==> src/rtl/down_176.sv <==
// down_176 -- 176.4 kHz to 88.2 kHz stereo PCM decimator (decimation by 2).
//
// Every input frame (rising edge of ilrck, sampled on pclk) shifts the
// parallel left/right samples into a 7-deep per-channel delay line. Every
// second frame (phase 1) produces one output pair, which appears on
// down_ldata/down_rdata exactly 2 pclk after that frame edge.
//
// Build option:
//   DOWN176_FILTER_EN defined   : halfband FIR, taps -1 0 9 16 9 0 -1 (/32),
//                                 rounded and saturated to DW bits.
//   DOWN176_FILTER_EN undefined : plain decimation, output = newest sample.
//
// Ports:
//   pclk        in   master clock, all logic on its rising edge
//   reset_n     in   asynchronous active-low reset
//   ibick       in   input bit clock (pclk/2), pclk-synchronous
//   ilrck       in   input frame clock, one period per input frame
//   ldata/rdata in   signed DW-bit parallel input samples
//   obick       out  output bit clock, toggles on each ibick rising edge
//   olrck       out  output frame clock: 1 on output load, 0 two pclk after
//                    the following phase-0 frame edge
//   down_ldata  out  signed DW-bit decimated left sample
//   down_rdata  out  signed DW-bit decimated right sample

module down_176 #(
  parameter int DW = 32
) (
  input  logic                 pclk,
  input  logic                 reset_n,
  input  logic                 ibick,
  input  logic                 ilrck,
  input  logic signed [DW-1:0] ldata,
  input  logic signed [DW-1:0] rdata,
  output logic                 obick,
  output logic                 olrck,
  output logic signed [DW-1:0] down_ldata,
  output logic signed [DW-1:0] down_rdata
);

  // Accumulator headroom: sum of |taps| is 36 < 2^6.
  localparam int AW = DW + 6;
  localparam logic signed [AW-1:0] ROUND = AW'(16);
  localparam logic signed [AW-1:0] MAXV  = {7'b0, {(DW-1){1'b1}}};
  localparam logic signed [AW-1:0] MINV  = ~MAXV;

  logic                 ilrck_q;
  logic                 ibick_q;
  logic                 phase;
  logic                 frame;
  // Frame pulse pipeline: s1 = one pclk after the frame edge, s2 = two.
  logic                 p1_s1, p1_s2;
  logic                 p0_s1, p0_s2;
  logic signed [DW-1:0] dl_l [0:6];
  logic signed [DW-1:0] dl_r [0:6];
  logic signed [AW-1:0] acc_l, acc_r;
  logic signed [AW-1:0] acc_l_next, acc_r_next;

  assign frame = ilrck & ~ilrck_q;

  function automatic logic signed [AW-1:0] sx(input logic signed [DW-1:0] d);
    return {{6{d[DW-1]}}, d};
  endfunction

  // Round half up, divide by 32, clamp to the DW-bit signed range.
  function automatic logic signed [DW-1:0] round_sat(input logic signed [AW-1:0] acc);
    logic signed [AW-1:0] r;
    r = (acc + ROUND) >>> 5;
    if (r > MAXV)
      return MAXV[DW-1:0];
    else if (r < MINV)
      return MINV[DW-1:0];
    else
      return r[DW-1:0];
  endfunction

`ifdef DOWN176_FILTER_EN
  function automatic logic signed [AW-1:0] fir(input logic signed [DW-1:0] d0,
                                               input logic signed [DW-1:0] d2,
                                               input logic signed [DW-1:0] d3,
                                               input logic signed [DW-1:0] d4,
                                               input logic signed [DW-1:0] d6);
    return -sx(d0)
           + (sx(d2) <<< 3) + sx(d2)
           + (sx(d3) <<< 4)
           + (sx(d4) <<< 3) + sx(d4)
           - sx(d6);
  endfunction

  always_comb begin
    acc_l_next = fir(dl_l[0], dl_l[2], dl_l[3], dl_l[4], dl_l[6]);
    acc_r_next = fir(dl_r[0], dl_r[2], dl_r[3], dl_r[4], dl_r[6]);
  end
`else
  // Scale the newest sample by 32 so the shared round/shift stage returns it unchanged.
  always_comb begin
    acc_l_next = sx(dl_l[0]) <<< 5;
    acc_r_next = sx(dl_r[0]) <<< 5;
  end
`endif

  always_ff @(posedge pclk or negedge reset_n) begin
    if (!reset_n) begin
      ilrck_q    <= 1'b0;
      ibick_q    <= 1'b0;
      obick      <= 1'b0;
      phase      <= 1'b0;
      p1_s1      <= 1'b0;
      p1_s2      <= 1'b0;
      p0_s1      <= 1'b0;
      p0_s2      <= 1'b0;
      acc_l      <= '0;
      acc_r      <= '0;
      olrck      <= 1'b0;
      down_ldata <= '0;
      down_rdata <= '0;
      for (int i = 0; i < 7; i++) begin
        dl_l[i] <= '0;
        dl_r[i] <= '0;
      end
    end else begin
      ilrck_q <= ilrck;
      ibick_q <= ibick;
      if (ibick && !ibick_q)
        obick <= ~obick;

      p1_s1 <= frame & phase;
      p0_s1 <= frame & ~phase;
      p1_s2 <= p1_s1;
      p0_s2 <= p0_s1;

      if (frame) begin
        phase   <= ~phase;
        dl_l[0] <= ldata;
        dl_r[0] <= rdata;
        for (int i = 1; i < 7; i++) begin
          dl_l[i] <= dl_l[i-1];
          dl_r[i] <= dl_r[i-1];
        end
      end

      // Delay lines hold the phase-1 frame's samples one pclk after the edge.
      if (p1_s1) begin
        acc_l <= acc_l_next;
        acc_r <= acc_r_next;
      end

      if (p1_s2) begin
        down_ldata <= round_sat(acc_l);
        down_rdata <= round_sat(acc_r);
        olrck      <= 1'b1;
      end else if (p0_s2) begin
        olrck <= 1'b0;
      end
    end
  end

endmodule

==> config.mk <==
export PLATFORM = sky130hd
export DESIGN_NAME = down_176
export DESIGN_NICKNAME = d
export VERILOG_FILES = /design/src/rtl/down_176.sv
export SDC_FILE = /design/constraint.sdc
export NUM_CORES = 1
export LEC_CHECK = 0
export BUFFER_PORTS_ARGS = -buffer_cell sky130_fd_sc_hd__buf_2
export CORE_UTILIZATION = 45
export CTS_CLUSTER_SIZE = 28
export DETAILED_ROUTE_END_ITERATION = 10
export PLACE_DENSITY = 0.66
export SYNTH_ARGS = -nofsm -noshare
export SYNTH_HDL_FRONTEND = slang
export SYNTH_SLANG_ARGS = --single-unit
==> constraint.sdc <==
create_clock -name pclk -period 1.7 [get_ports pclk]
set_input_delay 0.085 -clock pclk [delete_from_list [all_inputs] [get_ports pclk]]
set_output_delay 0.085 -clock pclk [all_outputs]
set_load 0.005 [all_outputs]
* Yosys cells after proc, flatten, opt, wreduce, memory -nomap -nowiden *
Cells that the tools add are included.

storage, ports and cells
  register bits = 201
  input port bits = 68

cells by class
  add/sub/neg operators = 2
  order comparisons = 4
  multiplexer cells = 6
  bitwise operators = 6
  reduce and logical (&&, ||, !) cells = 3

operators with widths
  kind                                                                             number
  32-bit two-way mux                                                               4
  37-bit by 6-bit adder with 38-bit output (second input constant)                 2
  33-bit by 32-bit > comparator with 1-bit output (second input constant)          2
  33-bit by 32-bit less-than comparator with 1-bit output (second input constant)  2
  1-bit AND                                                                        3
  1-bit NOT                                                                        3
  1-bit two-way mux                                                                2
  2-bit nonzero test                                                               1
  1-bit logical AND                                                                1
  1-bit zero test                                                                  1

* Depth between registers and ports, before layout *
Gate-level depths: netlist of run 1.

  depth in word-level cells = 4
  mapped depth = 4
  gate-level depth less buffers = 2

* Least setup slack after synthesis of run 1 *
OpenSTA, ideal clock, no wires.

  path kind = register to register
  start = reg ilrck_q
  end = reg dl_r, in the netlist acc_r_next[10]
  setup time = 0.125 ns
  arrival = 1.116 ns
  data required time = 1.575 ns
  slack = 0.459 ns
  cell stages (with the launch flop) = 5
  clock period less this slack = 1.241 ns
  cell sequence = dfrtp_1 -> nor2b_4 -> buf_6 -> buf_8 -> mux2_4

on the way
  word-level cells in the longest chain between the ends = 2

ends and longest elaborated chain
  what                             RTL line  RTL
  from (decl)                      46        logic ilrck_q;
  from (signal assigned)           121       ilrck_q <= ilrck;
  1-bit NOT                        58        assign frame = ilrck & ~ilrck_q;
  1-bit AND                        58
  to (signal, indexed assignment)  137       dl_r[i] <= dl_r[i-1];
  to (decl)                        54        logic signed [DW-1:0] dl_r [0:6];

Every way passes these cells.
A chain may end at the register's enable or synchronous reset.

* Worst setup path after layout of run 1 *
  start = reg ilrck_q
  end = reg dl_r, in the netlist acc_r_next[14]

Same word-level chain as after synthesis.

==> results of run 1 <==
==> per-stage QoR <==
| step | hold WS (ps) | std cells | area [um^2] | total power, mW |
|---|---|---|---|---|
| floorplan | -211 | 422 | 7540 | 9.58 |
| global placement | 79.7 | 758 | 8450 | 10.9 |
| detailed placement | 81.8 | 758 | 8450 | 11.2 |
| CTS | 122 | 862 | 9820 | 16.0 |
| global route | 162 | 862 | 9820 | 16.6 |
| finish | 129 | 862 | 9820 | 15.7 |
==> synth_stat cells <==
master	count	area share, %
a21o_1	1	0.10
and2_1	1	0.083
buf_12	2	0.53
buf_2	3	0.20
buf_4	14	1.4
buf_6	1	0.15
buf_8	1	0.20
dfrtp_1	201	67
inv_1	1	0.050
mux2_2	165	25
mux2_4	27	5.4
nand2b_1	1	0.083
nor2b_1	1	0.083
nor2b_4	1	0.18
xnor2_1	1	0.12
xor2_1	1	0.12
==> worst reg2reg max path: cells and delay by family, from the launching register on <==
| kind | cells | cell delay [ps] |
|---|---|---|
| multiplexers | 1 | 390 |
| flip-flops | 1 | 390 |
| buffers and inverters | 1 | 270 |
| AND/OR/NAND/NOR | 1 | 180 |
==> final timing paths <==
check                                  to  slack [ps]
hold / removal                  acc_l[15]         130
setup / recovery           acc_r_next[14]         350
setup reg to reg           acc_r_next[14]         350
hold reg to reg                     p0_s2         350
max in group asynchronous  acc_l_next[24]         930
min in group pclk                 ibick_q         260
==> flip-flops by register name (all words and copies together) (netlist names) <==
signal      count
acc_l          32
acc_l_next     32
acc_r          32
acc_r_next     32
down_ldata     32
down_rdata     32
ibick_q         1
ilrck_q         1
obick           1
olrck           1
p0_s1           1
p0_s2           1
p1_s1           1
p1_s2           1
phase           1
==> layout make-up <==
type	count	area, um^2
Clock buffer	32	627
Fill cell	1262	6290
Tap cell	216	270
Multi-Input combinational cell	199	2320
Timing Repair Buffer	208	1490
Sequential cell	201	5030
Inverter	1	3.75
Clock inverter	5	75.1
==> power breakdown <==
part / internal, mW / switching [mW] / leakage [nW]
logic: 2.32 / 1.31 / 1.76
clock network: 2.83 / 1.74 / 0.348
registers: 6.61 / 0.894 / 2.39
total: 11.8 / 3.94 / 4.50
==> kinds of logic after synthesis <==
logic type / synth area share [%]
DFF: 66.7
buffers and inverters: 2.52
and+or+nand+nor: 0.432
AOI/OAI and AO/OA: 0.0996
xor gates and xnor gates: 0.232
muxes: 30.0
==> timing repair <==
action	in CTS	in global routing
endpoints found under the hold margin	265	0
endpoints found under the setup margin	0	0
hold buffers	67	0
setup buffers	0	0
==> metal layers <==
layer,GRT usage [%],part of all wire [%],up-vias
met4,4.65,2.0,0
met5,0,0,-
li1,-,-,1899
met2,29.5,50,96
met3,3.78,5.2,26
met1,21.7,43,2155
==> results.txt, run 1 <==
status = completed
WP buf/inv = 1
VDD IR max = 0.820 mV
Tcrit/Tclk final = 79.7%
CP Class = reg2reg
core area = 16100 um^2
RSZ-0062 raised after global routing = false
DR WL/cell = 16.4 um
I/O Pins = 134
worst clock skew = 8.38 ps
crit path cell chain = nor2b_4 > buf_12 > mux2_2
initial antenna violation count = 0
leakage power = 4.50 nW
CP peak stage delay = 390 ps
post-layout util = 60.9%
Total Wirelength = 14200 um
Max Buffers Root-to-Sink = 3
synthesized area = 7540 um^2
DP Worst Slack = 348 ps
fmax = 0.738 GHz
WP data required = 2060 ps
Max-slew headroom = 69.7%
Worst Setup End Kind = flip-flop
cells after synthesis = 422
Reg-to-Reg Start = ilrck_q
clk_lat worst skew = 480 ps
max-cap viol count = 0
Post-CTS Resized = 0
time the worst path needs with I/O delays and setup = 1350 ps
Final setup viols = 0
Worst-path clk slew = 60 ps
first-pass GRT wire length = 24000 um
most frequent cells in the layout = 199 x dfrtp_1, 165 x mux2_2, 132 x buf_2, 67 x dlygate4sd3_1, 27 x mux2_4
CTS Sinks = 201
vias in the first global route = 4754
First-pass DRT Iterations = 4
share of post-route cells with drive strength above 1 = 57.0%
Area Overhead vs Synth = 30.2%
Starting Density = 46.8%
DR DRC count = 0
antenna viol nets, final = 0
post-synthesis net count = 490
Power Dens Cells = 1600 nW/um^2
gr usage total = 17.1%
PortBufs = 133
TritonCTS clock tree = done
Final Worst Setup Slack = 346 ps
CP delay by family, top = flip-flops
Worst Reg-to-Reg Cells = 3
Critical Path Start = ilrck_q
Tightest Pin Transition = 455 ps
Worst setup SP type = flip-flop
clk root buf = clkbuf_16
final net count = 700
Cell variety after synth = 16
Worst Path Max Fanout = 37
routability cong. = 0.694
initial DRC count = 90
worst min path class = in2async
FF+latch count, synth = 201
total negative setup slack = 0 ps
FP Rows = 46
total number of vias = 4176
die width = 131 um
H-tree depth = 1
die area = 17300 um^2
Synth Area per Inst = 17.9 um^2
slowest CP cell = dfrtp_1
largest net degree at the start of global routing = 66
Final Max Tran Viols = 0
ant diodes = 0
Synth warnings = 0
total CTS buffers = 21
DP HPWL = 8550 um
Final Hold Viols = 0
GRT overflow = 0
Die H = 131 um
sequential element share of the synthesized area = 66.7%
commonest non-fill, non-tap cell in the layout = dfrtp_1
vias per inst = 4.84
Crit path arrival time = 1720 ps
Levels on crit path = 3
Power figures use the tool's default switching activity.
==> run 2, diff against run 1 <==
--- a/config.mk
+++ b/config.mk
@@ -5,6 +5,7 @@
 export SDC_FILE = /design/constraint.sdc
 export NUM_CORES = 1
 export LEC_CHECK = 0
+export ABC_AREA = 1
 export BUFFER_PORTS_ARGS = -buffer_cell sky130_fd_sc_hd__buf_2
 export CORE_UTILIZATION = 45
 export CTS_CLUSTER_SIZE = 28
==> constraint.sdc (replaced) <==
create_clock -name pclk -period 1.4 [get_ports pclk]
set_input_delay 0.07 -clock pclk [delete_from_list [all_inputs] [get_ports pclk]]
set_output_delay 0.07 -clock pclk [all_outputs]
set_load 0.005 [all_outputs]
==> run 2 against run 1 <==
Net effect: sequential power increased by 8.8%; first-iteration DRC count rose to 3.2 times the previous value; clock skew decreased by 1.9 ps; area after synthesis rose by 0.15%; fmax increased by 20%; global-route usage grew 3.1 points; via count grew 38%; power rose by 5.0%; critical path type unchanged.
==> results.txt, run 2 <==
status = completed (unchanged)
FF+latch count, synth = 201 (unchanged)
worst min path class = in2async (unchanged)
share of post-route cells with drive strength above 1 = 19.1% (was 57.0%)
Async SR Flop Fraction = 100% (unchanged)
post-synthesis net count = 847 (was 490)
ys flop type = dfrtp_1 (unchanged)
leakage power = 5.03 nW (was 4.50 nW)
total CTS buffers = 21 (unchanged)
antenna viol nets, final = 0 (unchanged)
fmax = 0.885 GHz (was 0.738 GHz)
Synth warnings = 0 (unchanged)
VDD IR max = 0.877 mV (was 0.820 mV)
Post-Place Cells = 1099 (was 758)
Cell variety after synth = 13 (was 16)
Power Dens Cells = 1680 nW/um^2 (was 1600 nW/um^2)
CP Class = reg2reg (unchanged)
Worst setup SP type = flip-flop (unchanged)
Yosys top cell area share = 66.6% (was 66.7%)
First-pass DRT Iterations = 4 (unchanged)
most frequent cells in the layout = 261 x nand2_1, 200 x dfrtp_1, 132 x buf_2, 124 x o21ai_0, 69 x inv_1 (was 199 x dfrtp_1, 165 x mux2_2, 132 x buf_2, 67 x dlygate4sd3_1, 27 x mux2_4)
Final Max Tran Viols = 0 (unchanged)
cells after synthesis = 779 (was 422)
Final Hold Viols = 0 (unchanged)
die area = 17300 um^2 (about the same)
Tcrit/Tclk final = 80.7% (was 79.7%)
multi-input logic area = 1970 um^2 (was 2320 um^2)
Worst-path clk slew = 60 ps (about the same)
Crit path arrival time = 1520 ps (was 1720 ps)
worst clock skew = 6.43 ps (was 8.38 ps)
ant diodes = 0 (unchanged)
DR WL/cell = 13.9 um (was 16.4 um)
register area = 5030 um^2 (about the same)
die width = 132 um (was 131 um)
Final Worst Setup Slack = 270 ps (was 346 ps)
Worst Setup End Kind = flip-flop (unchanged)
CTS Sinks = 201 (unchanged)
Worst Path Max Fanout = 42 (was 37)
max-cap viol count = 0 (unchanged)
Synth area leader = dfrtp_1 (unchanged)
Max-slew headroom = 67.3% (was 69.7%)
clk_lat worst skew = 480 ps (about the same)
most frequent cell after synthesis = nand2_1 (was dfrtp_1)
Area Overhead vs Synth = 29.9% (was 30.2%)
total number of vias = 5748 (was 4176)
DR DRC count = 0 (unchanged)
total power draw = 16.5 mW (was 15.7 mW)
Final setup viols = 0 (unchanged)
core area = 16100 um^2 (unchanged)
Die H = 132 um (was 131 um)
clk root buf = clkbuf_16 (unchanged)
Total Wirelength = 16700 um (was 14200 um)
gr usage total = 20.2% (was 17.1%)
initial antenna violation count = 0 (unchanged)
initial DRC count = 289 (was 90)
RSZ-0062 raised after global routing = false (unchanged)
TritonCTS clock tree = done (unchanged)
Starting Density = 46.9% (was 46.8%)
# fillers = 1366 (was 1262)
vias per inst = 4.79 (was 4.84)
Synth Area per Inst = 9.69 um^2 (was 17.9 um^2)
final net count = 1041 (was 700)
H-tree depth = 1 (unchanged)
Max Buffers Root-to-Sink = 3 (unchanged)
sequential element share of the synthesized area = 66.6% (was 66.7%)
largest net degree at the start of global routing = 94 (was 66)
top post-synthesis cells by area = dfrtp_1 67%, nand2_1 13%, o21ai_0 8.2%, nand3_1 4.4%, inv_1 3.4% (was dfrtp_1 67%, mux2_2 25%, mux2_4 5.4%, buf_4 1.4%, buf_12 0.53%)
I/O Pins = 134 (unchanged)
synth cell count leaders = 262 x nand2_1, 201 x dfrtp_1, 124 x o21ai_0, 69 x inv_1, 66 x nand3_1 (was 201 x dfrtp_1, 165 x mux2_2, 27 x mux2_4, 14 x buf_4, 3 x buf_2)
WP data required = 1790 ps (was 2060 ps)
GRT overflow = 0 (unchanged)
routability cong. = 0.723 (was 0.694)
FP Rows = 46 (unchanged)
synthesized area = 7550 um^2 (was 7540 um^2)
Tightest Pin Transition = 490 ps (was 455 ps)
total negative setup slack = 0 ps (unchanged)
vias in the first global route = 5685 (was 4754)
time the worst path needs with I/O delays and setup = 1130 ps (was 1350 ps)
commonest non-fill, non-tap cell in the layout = nand2_1 (was dfrtp_1)
DP Worst Slack = 249 ps (was 348 ps)
DP HPWL = 9780 um (was 8550 um)
first-pass GRT wire length = 28500 um (was 24000 um)
PortBufs = 133 (unchanged)
number of flops mapped to enable cells by yosys = 0 (unchanged)
Non-Filler Instances = 1201 (was 862)
[run 2: kinds of logic (layout without fill, tap and decap cells)]
group,count (synthesis),count (layout),share of synthesized area [%]
compound gates,129,129,8.55
buf+inv,120,326,7.41
flops,201,201,66.6
simple gates,329,329,17.4
[run 2: layout make-up]
type | count | share of cell area, %
multi-input combinational | 458 | 20.0
sequential | 201 | 51.3
inverter | 71 | 2.73
clock inverter | 6 | 0.587
timing repair buffer | 220 | 16.5
tap | 216 | 2.75
clock buffer | 29 | 6.07
[run 2: worst max-delay path: stages (launching register included)]
cell,delay (ps)
dfrtp_1,340
clkinv_2,230
buf_12,260
o21ai_0,190
[run 2: stage by stage]
| stage | hold slack, ps | util (%) | area (um^2) |
|---|---|---|---|
| finish | 117 | 60.9 | 9810 |
| global route | 145 | 60.9 | 9810 |
| CTS | 121 | 60.9 | 9810 |
| detailed placement | 77.6 | 52.7 | 8490 |
| global placement | 82.6 | 52.7 | 8490 |
| floorplan | -226 | - | 7550 |
[run 2: worst paths after layout]
kind | startpoint | end | slack [ps] | depth (start not counted)
worst max-delay path | p1_s2 | down_rdata[25] | 270 | 3
worst min-delay path | reset_n | acc_r[27] | 120 | 2
worst max register to register | p1_s2 | down_rdata[25] | 270 | 3
worst min register to register | p0_s1 | p0_s2 | 360 | 0
max in group asynchronous | reset_n | down_ldata[28] | 690 | 3
min in group pclk | ibick | ibick_q | 260 | 2
[run 2: metal layers]
metal	global-route usage (%)	vias to the layer above	part of all wire, %
li1	-	2836	-
met1	28.4	2750	47
met4	7.30	0	2.4
met3	2.93	27	3.7
met2	32.1	135	47
met5	0	-	0
[run 2: where the power goes]
part	total, mW	switching (mW)	internal [mW]
registers	8.17	0.765	7.41
logic	3.02	1.63	1.39
clock network	5.30	2.16	3.14
[run 2: what timing repair did]
item / CTS / global route
buffers inserted: 0 / 0
endpoints found under the hold margin: 266 / 0
hold buffers: 67 / 0
resized for setup: 0 / 0
